--- config.mk ---
export PLATFORM = sky130hd
export DESIGN_NAME = uart_packet_rx
export DESIGN_NICKNAME = d
export VERILOG_FILES = /design/src/rtl/uart_packet_rx.sv
export SDC_FILE = /design/constraint.sdc
export NUM_CORES = 1
export LEC_CHECK = 0
export CAP_MARGIN = 20
export CORE_ASPECT_RATIO = 0.7
export CORE_MARGIN = 2
export CORE_UTILIZATION = 56
export CTS_CLUSTER_DIAMETER = 40
export DETAILED_ROUTE_END_ITERATION = 7
export PLACE_DENSITY = 0.84
export SLEW_MARGIN = 25
export SYNTH_ARGS = -nofsm -noshare
export SYNTH_HDL_FRONTEND = slang
export SYNTH_SLANG_ARGS = --single-unit
--- constraint.sdc ---
create_clock -name ipClk -period 4.1 [get_ports ipClk]
set_input_delay 0.82 -clock ipClk [delete_from_list [all_inputs] [get_ports ipClk]]
set_output_delay 0.82 -clock ipClk [all_outputs]
set_load 0.02 [all_outputs]
--- src/rtl/uart_packet_rx.sv ---
// UART packet deframer: parses sync/dest/src/len/data byte frames into a beat stream,
// aborting and resynchronising on zero-length frames or inter-byte stalls.

package uart_packet_rx_pkg;

    typedef struct packed {
        logic [7:0] Source;
        logic [7:0] Destination;
        logic [7:0] Length;
        logic [7:0] Data;
        logic       SoP;
        logic       EoP;
        logic       Valid;
    } uart_packet_t;

endpackage

module uart_packet_rx
    import uart_packet_rx_pkg::*;
#(
    parameter logic [7:0]  SYNC_BYTE      = 8'h55,
    parameter int unsigned TIMEOUT_CYCLES = 50000
) (
    input  logic         ipClk,
    input  logic         ipReset,
    input  logic [7:0]   ipRxData,
    input  logic         ipRxValid,
    output uart_packet_t opRxStream,
    output logic         opError,
    output logic [15:0]  opPacketCount
);

    localparam int unsigned     TmoW    = $clog2(TIMEOUT_CYCLES + 1);
    // Abort on the idle cycle that would take the counter to TIMEOUT_CYCLES.
    localparam logic [TmoW-1:0] TmoLast = TmoW'(TIMEOUT_CYCLES - 1);

    localparam logic [2:0] StIdle = 3'd0;
    localparam logic [2:0] StDest = 3'd1;
    localparam logic [2:0] StSrc  = 3'd2;
    localparam logic [2:0] StLen  = 3'd3;
    localparam logic [2:0] StData = 3'd4;

    logic [2:0]      state_q, state_d;
    logic [7:0]      remain_q, remain_d;
    logic            first_q, first_d;
    logic [TmoW-1:0] tmo_q, tmo_d;
    uart_packet_t    stream_q, stream_d;
    logic            error_q, error_d;
    logic [15:0]     count_q, count_d;

    always_comb begin
        state_d        = state_q;
        remain_d       = remain_q;
        first_d        = first_q;
        tmo_d          = tmo_q;
        stream_d       = stream_q;
        stream_d.SoP   = 1'b0;
        stream_d.EoP   = 1'b0;
        stream_d.Valid = 1'b0;
        error_d        = 1'b0;
        count_d        = count_q;

        if (ipRxValid) begin
            // An arriving byte always beats a pending timeout.
            tmo_d = '0;
            case (state_q)
                StIdle: begin
                    if (ipRxData == SYNC_BYTE) begin
                        state_d = StDest;
                    end
                end
                StDest: begin
                    stream_d.Destination = ipRxData;
                    state_d              = StSrc;
                end
                StSrc: begin
                    stream_d.Source = ipRxData;
                    state_d         = StLen;
                end
                StLen: begin
                    if (ipRxData == 8'd0) begin
                        error_d = 1'b1;
                        state_d = StIdle;
                    end else begin
                        stream_d.Length = ipRxData;
                        remain_d        = ipRxData;
                        first_d         = 1'b1;
                        state_d         = StData;
                    end
                end
                StData: begin
                    stream_d.Data  = ipRxData;
                    stream_d.Valid = 1'b1;
                    stream_d.SoP   = first_q;
                    first_d        = 1'b0;
                    remain_d       = remain_q - 8'd1;
                    if (remain_q == 8'd1) begin
                        stream_d.EoP = 1'b1;
                        count_d      = count_q + 16'd1;
                        state_d      = StIdle;
                    end
                end
                default: begin
                    state_d = StIdle;
                end
            endcase
        end else if (state_q != StIdle) begin
            if (tmo_q == TmoLast) begin
                error_d = 1'b1;
                state_d = StIdle;
                tmo_d   = '0;
            end else begin
                tmo_d = tmo_q + TmoW'(1);
            end
        end else begin
            tmo_d = '0;
        end
    end

    always_ff @(posedge ipClk or negedge ipReset) begin
        if (!ipReset) begin
            state_q  <= StIdle;
            remain_q <= 8'd0;
            first_q  <= 1'b0;
            tmo_q    <= '0;
            stream_q <= '0;
            error_q  <= 1'b0;
            count_q  <= 16'd0;
        end else begin
            state_q  <= state_d;
            remain_q <= remain_d;
            first_q  <= first_d;
            tmo_q    <= tmo_d;
            stream_q <= stream_d;
            error_q  <= error_d;
            count_q  <= count_d;
        end
    end

    assign opRxStream    = stream_q;
    assign opError       = error_q;
    assign opPacketCount = count_q;

    // Frame markers only ever ride on a valid beat, and an abort never coincides with one.
    assert property (@(posedge ipClk) disable iff (!ipReset)
        (opRxStream.SoP || opRxStream.EoP) |-> opRxStream.Valid);
    assert property (@(posedge ipClk) disable iff (!ipReset)
        !(opError && opRxStream.Valid));

endmodule

==> run metrics <==
outcome=finished, final reports clean; Tmin final=2.93 ns; Core Box Area=6190 um^2; Cell Area, Synth=3570 um^2; port buffer count=62; routed len/inst=16.7 um; Clk pwr share=0.268; Gate Count Post-Synth=329; max_slew headroom=0.447; crit share post-route=0.714; Vias=2734; TritonRoute pass-1 iters=4; Max Cap Viol=0; switching portion of total power=0.327; pwr dens=634 nW/um^2; Static Leak=1.98 nW; R2R Setup Slk=1.77 ns; WHS Path Cells=1; count of flip-flops with a built-in enable after synthesis=0; drt drc=0; unrepaired setup endpoints after global routing=false; num rows=24; Syn Area/Cell=10.9 um^2; drt initial violations=162; largest net degree at the start of global routing=81; Sw Pwr=0.936 mW; combinational power share=0.326; crit path launch=ipRxData[3]; sequential fraction of the synthesis area=0.560; Post-synth top flop=dfrtp_1; Filler cells=440; total power=2.87 mW; Cells after DPL=458; fin nets=406; number of global-route vias before repair=2729; Worst R2R End=remain_q[6]$_DFFE_PN0P_; Diodes inserted=0; Cell Int Power=1.93 mW; H-tree depth reported by CTS=3; post-synthesis register bit count=80; Max Slew Vio Count=0; CP endpoint=remain_q[7]$_DFFE_PN0P_; CP Cell Sequence=clkdlybuf4s50_1 > or4_1 > o21ai_1 > buf_4 > nor2_1 > a211oi_1; Critical Path Start Type=input pin; share of cells above drive strength 1=0.106; Fin. Hold Viols=0; CP endpoint kind=flop; FFs w/ async S/R, synth=1.00; worst r2r src=state_q[1]$_DFFE_PN0P_; CP max stage delay=0.69 ns; Die H=70.8 um; HP Class=reg -> reg; Initial Util=0.578; remaining antenna violation count=0; Max Buffers Root-to-Sink=2; Hold Buf Count CTS=0; final setup fails=0; R2R depth=5; Peak VDD IR=0.417 mV; Routed WL=7.93 mm; Synth cell types=48; Final Util=0.731; Worst Tran Pin Value=0.823 ns; postcts setup bufs=0; crit path DAT=3.20 ns; RePlAce Congestion=0.854; CTS tree=built; syn_nets=344; sequential fraction of design power=0.407; clock skew=0.0110 ns; Clock Latency Late Sink=0.35 ns; CTS Buf Count=9; final cell count without fillers=474; global-route usage over all layers=0.248; die area=7050 um^2; initial antenna violation count=0; Worst-path clk slew=0.08 ns; Vias/cell=5.77; Root Buffer=clkbuf_8; first-pass GRT wire length=13.5 mm; clock sink count=80; Die X=99.5 um; grt total ovfl=0; Worst Path Max Fanout=12; crit path kind=in -> reg; hold_ws=0.472 ns; Gates resized, CTS repair=0; Fin Setup TNS=0 ns; I/O pin total=63; Layout area overhead=26.5%; Slowest-stage cell, CP=o21ai_1; fmax=341 MHz; post-DP HPWL=5.45 mm; Synthesis Warnings=0; WP data required=4.37 ns
-- state kept, by name (all words and copies together) (netlist names) --
signal	count
first_q	1
opError	1
opPacketCount	16
opRxStream	35
remain_q	8
state_q	3
tmo_q	16
-- final cells by class --
class                   instances  area (um^2)  area share
repair buffers                 65          644       0.143
clock inverters                 5          128      0.0282
well taps                      78         97.6      0.0216
clock buffers                  11          141      0.0313
inverters                       7         26.3     0.00581
multi-input cells             228         1480       0.328
flip-flops and latches         80         2000       0.443
-- Yosys cell counts, types with 4 or more instances --
library cell,instances,area share
buf_2,5,0.0070
ha_1,4,0.014
o21ai_0,4,0.0056
nand2_1,63,0.066
xnor2_1,21,0.051
nand3_1,13,0.018
or4_1,4,0.0084
inv_1,6,0.0063
mux2_2,16,0.050
nor2_1,23,0.024
nor3_1,8,0.011
dfrtp_1,80,0.56
xor2_1,9,0.022
nand4_1,12,0.021
clkbuf_1,8,0.0084
-- per-stage QoR --
| step | cell area, um^2 | setup slack (ns) |
|---|---|---|
| finish | 4520 | 1.17 |
| global route | 4520 | 0.943 |
| CTS | 4520 | 1.18 |
| detailed placement | 4250 | 0.839 |
| global placement | 4250 | 0.936 |
| floorplan | 3570 | 1.96 |
-- placed cells by master, fill, tap and decap left out, types with 2 or more instances in the layout --
cell,Yosys,routed
nand4bb_1,2,2
o211ai_1,2,2
nor4_4,2,2
o21ai_0,4,4
nor4_1,3,3
ha_1,4,4
buf_4,1,3
nor3_1,8,8
o21ai_1,3,3
a211oi_1,2,2
xor2_1,9,9
xnor2_1,21,21
inv_1,6,6
nor4bb_1,3,3
or4_1,4,4
or3_1,2,2
and2_1,2,2
nand4_1,12,12
nand2_1,63,63
clkbuf_8,0,10
a22o_1,3,3
a32o_1,2,2
mux2_2,16,16
nor2_1,23,23
clkdlybuf4s50_1,0,61
nand3_1,13,13
and3_1,3,3
and4_1,3,3
dfrtp_1,80,80
bufinv_16,0,4
nor3b_1,2,2
-- routing by layer --
layer	global-route usage	routed length (um)	vias to the layer above
met3	0.0889	677	7
met1	0.359	3620	1366
li1	-	-	1266
met4	0.0883	71	0
met5	0	0	-
met2	0.348	3560	95
-- how the worst min path moves through the flow --
stage / end / from / slack, ns
finish: tmo_q[0]$_DFF_PN0_ / tmo_q[0]$_DFF_PN0_ / 0.47
global route: opPacketCount[15]$_DFFE_PN0P_ / opPacketCount[15]$_DFFE_PN0P_ / 0.50
CTS: tmo_q[0]$_DFF_PN0_ / tmo_q[0]$_DFF_PN0_ / 0.48
detailed placement: tmo_q[0]$_DFF_PN0_ / tmo_q[0]$_DFF_PN0_ / 0.46
global placement: tmo_q[0]$_DFF_PN0_ / tmo_q[0]$_DFF_PN0_ / 0.45
floorplan: tmo_q[0]$_DFF_PN0_ / tmo_q[0]$_DFF_PN0_ / 0.43
-- worst max-delay path, delay by kind of cell --
family                 cells  cell delay, ns
AOI/OAI and AO/OA          2            0.85
buffers and inverters      2            0.84
and+or+nand+nor            2            0.68
-- cell families after synthesis --
family          Yosys count  share of synthesized area
compound gates           23                     0.0455
xor+xnor                 30                     0.0735
fa+ha+maj                 4                     0.0140
buf+inv                  21                     0.0249
flops                    80                      0.560
mux                      18                     0.0564
simple gates            153                      0.225
-- power by group through the flow --
stage / Combinational (mW) / Sequential, mW / Clock, mW
floorplan: 0.371 / 1.30 / 0
global placement: 0.916 / 1.17 / 0
detailed placement: 0.938 / 1.17 / 0
CTS: 0.944 / 1.16 / 0.778
global route: 1.01 / 1.20 / 0.807
finish: 0.934 / 1.17 / 0.767
(Power assumes the default switching activity.)
